==> src/rtl/div_sequencer.sv <==
// div_sequencer: multi-cycle RV32M divide/remainder controller.
// Radix-2 restoring divider, one quotient bit per clock. Divide-by-zero and
// signed overflow finish without iterating. stall holds the executor until
// the done cycle.
module div_sequencer #(
   parameter int XLEN = 32
) (
   input  logic            clk,
   input  logic            rst_n,
   input  logic            start,
   input  logic [1:0]      op,
   input  logic [XLEN-1:0] dividend,
   input  logic [XLEN-1:0] divisor,
   input  logic            flush,
   output logic            stall,
   output logic            busy,
   output logic            done,
   output logic [XLEN-1:0] result
);

   localparam int CW = $clog2(XLEN);
   localparam logic [CW-1:0]   LAST    = CW'(XLEN - 1);
   localparam logic [XLEN-1:0] MOST_NEG = {1'b1, {(XLEN-1){1'b0}}};

   typedef enum logic [1:0] {
      S_IDLE = 2'd0,
      S_CALC = 2'd1,
      S_DONE = 2'd2
   } state_t;

   state_t r_state;
   state_t w_next;

   logic            r_op_rem;   // op[1]: return remainder rather than quotient
   logic            r_neg_q;
   logic            r_neg_r;
   logic [CW-1:0]   r_cnt;
   logic [XLEN-1:0] r_rem;
   logic [XLEN-1:0] r_quo;
   logic [XLEN-1:0] r_dvsr;
   logic [XLEN-1:0] r_result;

   logic            w_signed;
   logic            w_neg_q;
   logic            w_neg_r;
   logic            w_div_zero;
   logic            w_ovf;
   logic            w_special;
   logic            w_accept;
   logic [XLEN-1:0] w_abs_dvd;
   logic [XLEN-1:0] w_abs_dvs;
   logic [XLEN-1:0] w_spec_quo;
   logic [XLEN-1:0] w_spec_rem;
   logic [XLEN:0]   w_rem_sh;
   logic [XLEN:0]   w_trial;
   logic [XLEN-1:0] w_rem_nx;
   logic [XLEN-1:0] w_quo_nx;
   logic [XLEN-1:0] w_fin_res;
   logic            w_last;

   // Two's-complement negate when n is set; restores the sign after the
   // unsigned magnitude divide.
   function automatic logic [XLEN-1:0] cond_neg(input logic [XLEN-1:0] v,
                                                input logic n);
      return n ? (~v + 1'b1) : v;
   endfunction

   // Operand decode at acceptance: sign flags, magnitudes, special cases.
   always_comb begin
      w_signed   = ~op[0];
      w_neg_q    = w_signed & (dividend[XLEN-1] ^ divisor[XLEN-1]);
      w_neg_r    = w_signed & dividend[XLEN-1];
      w_div_zero = (divisor == '0);
      w_ovf      = w_signed & (dividend == MOST_NEG) & (divisor == '1);
      w_special  = w_div_zero | w_ovf;
      w_abs_dvd  = cond_neg(dividend, w_signed & dividend[XLEN-1]);
      w_abs_dvs  = cond_neg(divisor,  w_signed & divisor[XLEN-1]);
      w_spec_quo = w_div_zero ? '1 : MOST_NEG;
      w_spec_rem = w_div_zero ? dividend : '0;
      w_accept   = (r_state == S_IDLE) & start & ~flush;
   end

   // One restoring step: shift {rem,quo}, trial-subtract one bit wider so the
   // borrow (bit XLEN) says whether the divisor fits.
   always_comb begin
      w_rem_sh  = {r_rem, r_quo[XLEN-1]};
      w_trial   = w_rem_sh - {1'b0, r_dvsr};
      w_rem_nx  = w_trial[XLEN] ? w_rem_sh[XLEN-1:0] : w_trial[XLEN-1:0];
      w_quo_nx  = {r_quo[XLEN-2:0], ~w_trial[XLEN]};
      w_last    = (r_cnt == LAST);
      w_fin_res = r_op_rem ? cond_neg(w_rem_nx, r_neg_r)
                           : cond_neg(w_quo_nx, r_neg_q);
   end

   // State register.
   always_ff @(posedge clk) begin
      if (!rst_n) r_state <= S_IDLE;
      else        r_state <= w_next;
   end

   // Next state and handshake outputs; flush overrides everything.
   always_comb begin
      w_next = r_state;
      stall  = 1'b0;
      done   = 1'b0;
      busy   = (r_state != S_IDLE);
      case (r_state)
         S_IDLE: begin
            if (start) begin
               stall  = 1'b1;
               w_next = w_special ? S_DONE : S_CALC;
            end
         end
         S_CALC: begin
            stall = 1'b1;
            if (w_last) w_next = S_DONE;
         end
         S_DONE: begin
            done   = 1'b1;
            w_next = S_IDLE;
         end
         default: w_next = S_IDLE;
      endcase
      if (flush) begin
         w_next = S_IDLE;
         stall  = 1'b0;
         done   = 1'b0;
      end
   end

   // Datapath: latch operands on accept, iterate in CALC, register the
   // result on the edge that enters DONE.
   always_ff @(posedge clk) begin
      if (!rst_n) begin
         r_op_rem <= 1'b0;
         r_neg_q  <= 1'b0;
         r_neg_r  <= 1'b0;
         r_cnt    <= '0;
         r_rem    <= '0;
         r_quo    <= '0;
         r_dvsr   <= '0;
         r_result <= '0;
      end else if (w_accept) begin
         r_op_rem <= op[1];
         r_neg_q  <= w_neg_q;
         r_neg_r  <= w_neg_r;
         r_cnt    <= '0;
         if (w_special) begin
            r_quo    <= w_spec_quo;
            r_rem    <= w_spec_rem;
            r_result <= op[1] ? w_spec_rem : w_spec_quo;
         end else begin
            r_quo  <= w_abs_dvd;
            r_rem  <= '0;
            r_dvsr <= w_abs_dvs;
         end
      end else if ((r_state == S_CALC) && !flush) begin
         r_rem <= w_rem_nx;
         r_quo <= w_quo_nx;
         r_cnt <= r_cnt + 1'b1;
         if (w_last) r_result <= w_fin_res;
      end
   end

   assign result = r_result;

endmodule

==> config.mk <==
export PLATFORM = sky130hd
export DESIGN_NAME = div_sequencer
export DESIGN_NICKNAME = d
export VERILOG_FILES = /design/src/rtl/div_sequencer.sv
export SDC_FILE = /design/constraint.sdc
export NUM_CORES = 1
export LEC_CHECK = 0
export ABC_AREA = 1
export ABC_CLOCK_PERIOD_IN_PS = 3640
export BUFFER_PORTS_ARGS = -buffer_cell sky130_fd_sc_hd__buf_2
export CORE_ASPECT_RATIO = 0.8
export CORE_UTILIZATION = 38
export DETAILED_ROUTE_END_ITERATION = 7
export PLACE_DENSITY = 0.54
export SLEW_MARGIN = 20
export SYNTH_ARGS = -nofsm -noshare
export SYNTH_HDL_FRONTEND = slang
export SYNTH_SLANG_ARGS = --single-unit
==> constraint.sdc <==
create_clock -name clk -period 3.64 [get_ports clk]
set_input_delay 0.364 -clock clk [delete_from_list [all_inputs] [get_ports clk]]
set_output_delay 0.364 -clock clk [all_outputs]
set_load 0.02 [all_outputs]
After elaboration in Yosys (flattened, before gate mapping)
Cells that the tools add are included.

Word-level logic and storage cells: 81. Output and inout bits: 35. Bits in registers: 138.

Equal/unequal tests: 8. Bitwise logic cells: 18. Add/subtract/negate cells: 6. Reductions and logical operators: 12. Muxes and demuxes: 28.

Operators by type and width (number): $mux 32 (18); $add 32x1->32 const B (4); $not 32->32 (4); $eq 32x32->1 const B (2); $sub 33x32->33 (1); $logic_not 32->1 (1); $mux 31 (1); $and 1x1->1 (7); $mux 2 (3); $ne 2x2->1 const B (3); $reduce_bool 2->1 (3); $add 5x1->5 const B (1); $eq 5x5->1 const B (1); $not 1->1 (5); $mux 1 (4); $pmux 2 s2 (1); $reduce_and 2->1 (2); $reduce_or 2->1 (2); $reduce_and 3->1 (1); $eq 2x1->1 const B (1); $eq 2x2->1 const B (1); $logic_not 2->1 (1); $pmux 1 s2 (1); $logic_and 1x1->1 (1); other kinds (3) (3).

Depth between registers and ports, before layout
Word-level depth: 9. Gate-level depth with buffers: 37. Gate-level depth less buffers: 35.

Least setup slack after synthesis
No wires, ideal clock.

Path kind: register -> register. Start point: register r_quo[31]. End point: register r_result[30] (netlist: result[30]). Path buffers: 2. Arrival time: 3.919 ns. Cell stages (with the launch flop): 36. Slack: -0.346 ns. Clock period less this slack: 3.986 ns. Required time: 3.574 ns. Cell sequence: dfxtp_1 > inv_1 > ha_1 > inv_1 > fa_1 > nand2_1 > nand2_1 > nand3_1 > nand2_2 > nand2_2 > nand2_2 > nand2_4 > nand3_2 > nand2_4 > buf_8 > buf_4 > ha_1 > inv_1 > nor3_1 > nand3_1 > inv_1 > nand2_1 > inv_1 > nand3_1 > nand3b_1 > nand2_1 > o21ai_0 > inv_1 > o21ai_0 > a21oi_1 > inv_1 > o21ai_0 > nand3_1 > nand2_1 > nand2_1 > a21oi_2.

Word-level cells in the longest chain between the ends: 9.

RTL lines: from (decl) (line 39) `logic [XLEN-1:0] r_quo;`; from (signal assigned) (line 149) `r_quo <= w_spec_quo;`; from (signal assigned) (line 153) `r_quo <= w_abs_dvd;`; from (signal assigned) (line 159) `r_quo <= w_quo_nx;`; $sub 33x32->33 (line 87) `w_trial = w_rem_sh - {1'b0, r_dvsr};`; $mux 32 or $not 1->1 (tied branches) (line 88, 89); $not 32->32 (line 65) `return n ? (~v + 1'b1) : v;`; $add 32x1->32 (line 65); $mux 32 (line 65); $mux 32 (*) (line 91) `w_fin_res = r_op_rem ? cond_neg(w_rem_nx, r_neg_r)`; $mux 32 (*) (line 161) `if (w_last) r_result <= w_fin_res;`; $mux 32 (*) (line 157) `end else if ((r_state == S_CALC) && !flush) begin`; $mux 32 (*) (line 143) `end else if (w_accept) begin`; to (signal assigned) (line 151) `r_result <= op[1] ? w_spec_rem : w_spec_quo;`; to (signal assigned) (line 161); to (decl) (line 41) `logic [XLEN-1:0] r_result;`.

Every way passes the cells marked *; elsewhere a longest branch is shown, timed or not. The select of a mux whose other input is x is not followed. A chain may end at the register's enable or synchronous reset.

Worst setup path after layout
Start point: register r_quo[31]. End point: register r_result[28] (netlist: result[28]).

Same word-level chain as after synthesis.

==> impl_metrics.toml <==
[logic_synthesis]
synth-edff-count = 0
yosys_warnings = 0
yosysSeqAreaShare_pct = 22.0
netlist_area_um2 = 12600
syn_inst = 2157
syn_nets = 2267
synth_seq_cells = 138
synth-main-ff-cell = "dfxtp_1"
synth.distinct_cells = 54
synthArstFlopShare_pct = 0
syn_area_per_cell_um2 = 5.83

[worst_setup_path]
critPathKind = "reg2reg"
path_common_cell = "nand2_2"
crit_required_ps = 4030
worstSetupEndpointType = "register"
crit_path_top_delay_cell = "fa_2"
path_max_fanout = 4
critPathMaxStageDelay_ps = 350
cp-start-kind = "register"
cp.arrival_ps = 4000

[detailed_routing]
drt_iter0_drc = 1436
ant_nets = 0
num_vias = 15000
wl_per_cell_um = 18.1
first_pass_iters = 5
viasPerCell = 5.34
routed_wl_um = 50800
route.detailed.drc = 0

[clock_tree]
cts_tree = "yes"
cts_buffers = 17
insertion_delay_ps = 450
clockBufferDepth = 2
cts-root-buf = "clkbuf_16"
cts_sinks = 138
cts_max_level = 4
cts.clk_slew.worst_paths_ps = 70

[pwr]
combPwrFrac_pct = 56.7
swShare_pct = 45.6
peakVddDrop_mv = 0.441
clockPowerShare_pct = 22.9
p_seq_share_pct = 20.4
internal-power_mw = 4.58
p_switching_mw = 3.83
power_density_nw_per_um2 = 541
leakage_nw = 7.30

[sta]
rsz0062_at_grt = "true"
setup_violations = 0
hold_viol = 0
min_period_ps = 3610
finalCritPeriodShare_pct = 99.2
slew_headroom_pct = 48.4
clock.fmax_mhz = 277
slew_violations = 0
worst_slew_pin_slew_ps = 771
skew_ps = 10.3

[floorplanning]
die_w_um = 205
die_h_um = 165
dieArea_um2 = 33800
start_util_pct = 38.6
top_level_ports = 105
rows = 59
fp.coreArea_um2 = 32600

[global_route]
grt_first_pass_wirelength_um = 76100
overflow = 0
grt_use_total_pct = 29.8
grt_max_degree = 77
antenna_found_initial = 0
grt_pass1_vias = 13300

[cells_and_area]
layout_commonest_cell = "nand2_1"
fillers = 3520
nets = 2474
finalCoreUtilization_pct = 47.7
mostFrequentLayoutCells = "nand2_1 (625), inv_1 (264), nor2_1 (177)"
diodes = 0
area_delta_synth_final_pct = 23.7
fin_cells = 2804
drive_gt1_share_pct = 18.7

[place]
dp.cells = 2753
hpwl_um = 39500
finalWeightedCongestion = 0.933
io_buffer_count = 104

[min_path]
hold_path.class = "in2reg"

[run_status]
status = "completed"

[job]
cap_violations = 0
## state kept, by name, indices dropped and copies added (netlist names)
register  count
r_cnt         5
r_dvsr       32
r_neg_q       1
r_neg_r       1
r_op_rem      1
r_quo        32
r_rem        32
r_state       2
result       32
## logic make-up after synthesis
| logic type | Yosys count | share of synthesized area, % |
|---|---|---|
| buffers and inverters | 364 | 11.6 |
| XOR/XNOR | 74 | 5.16 |
| AND/OR/NAND/NOR | 1081 | 36.6 |
| AO/OA/AOI/OAI | 460 | 20.6 |
| adder cells (fa/ha/maj) | 40 | 4.04 |
| flip-flops | 138 | 22.0 |
## critical path, delay by kind of cell (launching register included)
family | cells | cell delay [ps]
adder cells (fa/ha/maj) | 3 | 620
flip-flops | 1 | 320
AO/OA/AOI/OAI | 6 | 600
buffers and inverters | 7 | 450
AND/OR/NAND/NOR | 17 | 1550
## worst paths after layout
check / cells past startpoint / slack, ps / to / start
max: 33 / 30 / result[28] / r_quo[31]
min: 3 / 210 / r_op_rem / op[1]
max reg2reg: 33 / 30 / result[28] / r_quo[31]
min reg2reg: 2 / 470 / r_cnt[4] / r_cnt[4]
## layout make-up
class	instances	area, um^2	share of cell area, %
multi-input combinational	1655	8650	55.7
sequential	138	2770	17.8
clock inverter	12	171	1.10
clock buffer	20	457	2.94
timing repair buffer	276	1920	12.3
tap	427	534	3.44
inverter	276	1040	6.68
## power by group through the flow
stage / Combinational [mW] / Clock (mW) / Sequential [mW]
floorplan: 2.88 / 0 / 1.73
global placement: 4.34 / 0 / 1.74
global route: 5.26 / 2.02 / 1.73
finish: 4.77 / 1.93 / 1.72
CTS: 4.45 / 1.95 / 1.71
detailed placement: 4.35 / 0 / 1.74
## synth_stat cells (2+ instances only)
cell,instances,area [um^2]
a211oi_1,2,15.0
and3_1,2,12.5
dfxtp_1,138,2760
nand4_1,27,169
ha_1,39,488
nor3_2,2,20.0
nand2_4,5,56.3
nor2_1,185,694
inv_1,271,1020
a31oi_1,47,294
a21oi_2,7,61.3
buf_6,5,56.3
xnor2_1,31,272
or2_2,4,25.0
nand2_1,637,2390
buf_4,4,30.0
xor2_1,43,377
nor3_1,34,170
nor4_1,12,75.1
buf_8,2,30.0
o21bai_1,3,22.5
clkbuf_1,63,236
buf_2,4,20.0
a21oi_1,156,781
nand3_2,4,40.0
nor2_4,3,33.8
o221ai_1,12,105
o22ai_1,2,12.5
nor2_2,13,81.3
o21ai_1,14,70.1
nand3b_1,10,75.1
o31ai_1,3,22.5
nand2_2,26,163
o21ai_2,8,70.1
nand3_1,114,571
o21ai_0,173,866
a21o_1,3,22.5
inv_2,4,15.0
buf_1,9,33.8
o211ai_1,21,158
a21boi_0,2,15.0
## layer usage
metal  GRT usage (%)  part of all wire [%]  up-vias
li1                -                     -     7451
met1            42.9                    49     6908
met2            45.0                    42      579
met3            5.84                   7.8       42
met4            7.10                   1.5        0
met5               0                     0        -
## what timing repair did
action	4_1_cts	5_1_grt
endpoints found under the hold margin	0	0
setup endpoints to repair	16	27
gates resized for setup	5	56
hold buffers	0	0
gates cloned	0	1
pin swaps	4	17
buffers inserted	9	9
## metrics by stage
step                      power, mW  hold WS (ps)  instance area, um^2  setup TNS, ps  setup slack [ps]
after floorplan                4.61           430                12600          -23.1             -23.1
after global placement         6.07           454                14500           -452              -145
after detailed placement       6.09           471                14500           -780              -155
after CTS                      8.11           194                15200              0              5.67
after global routing           9.00           206                15500          -1040              -250
final                          8.41           212                15500              0              29.6
Note: power is estimated with default switching activity, not from simulation.
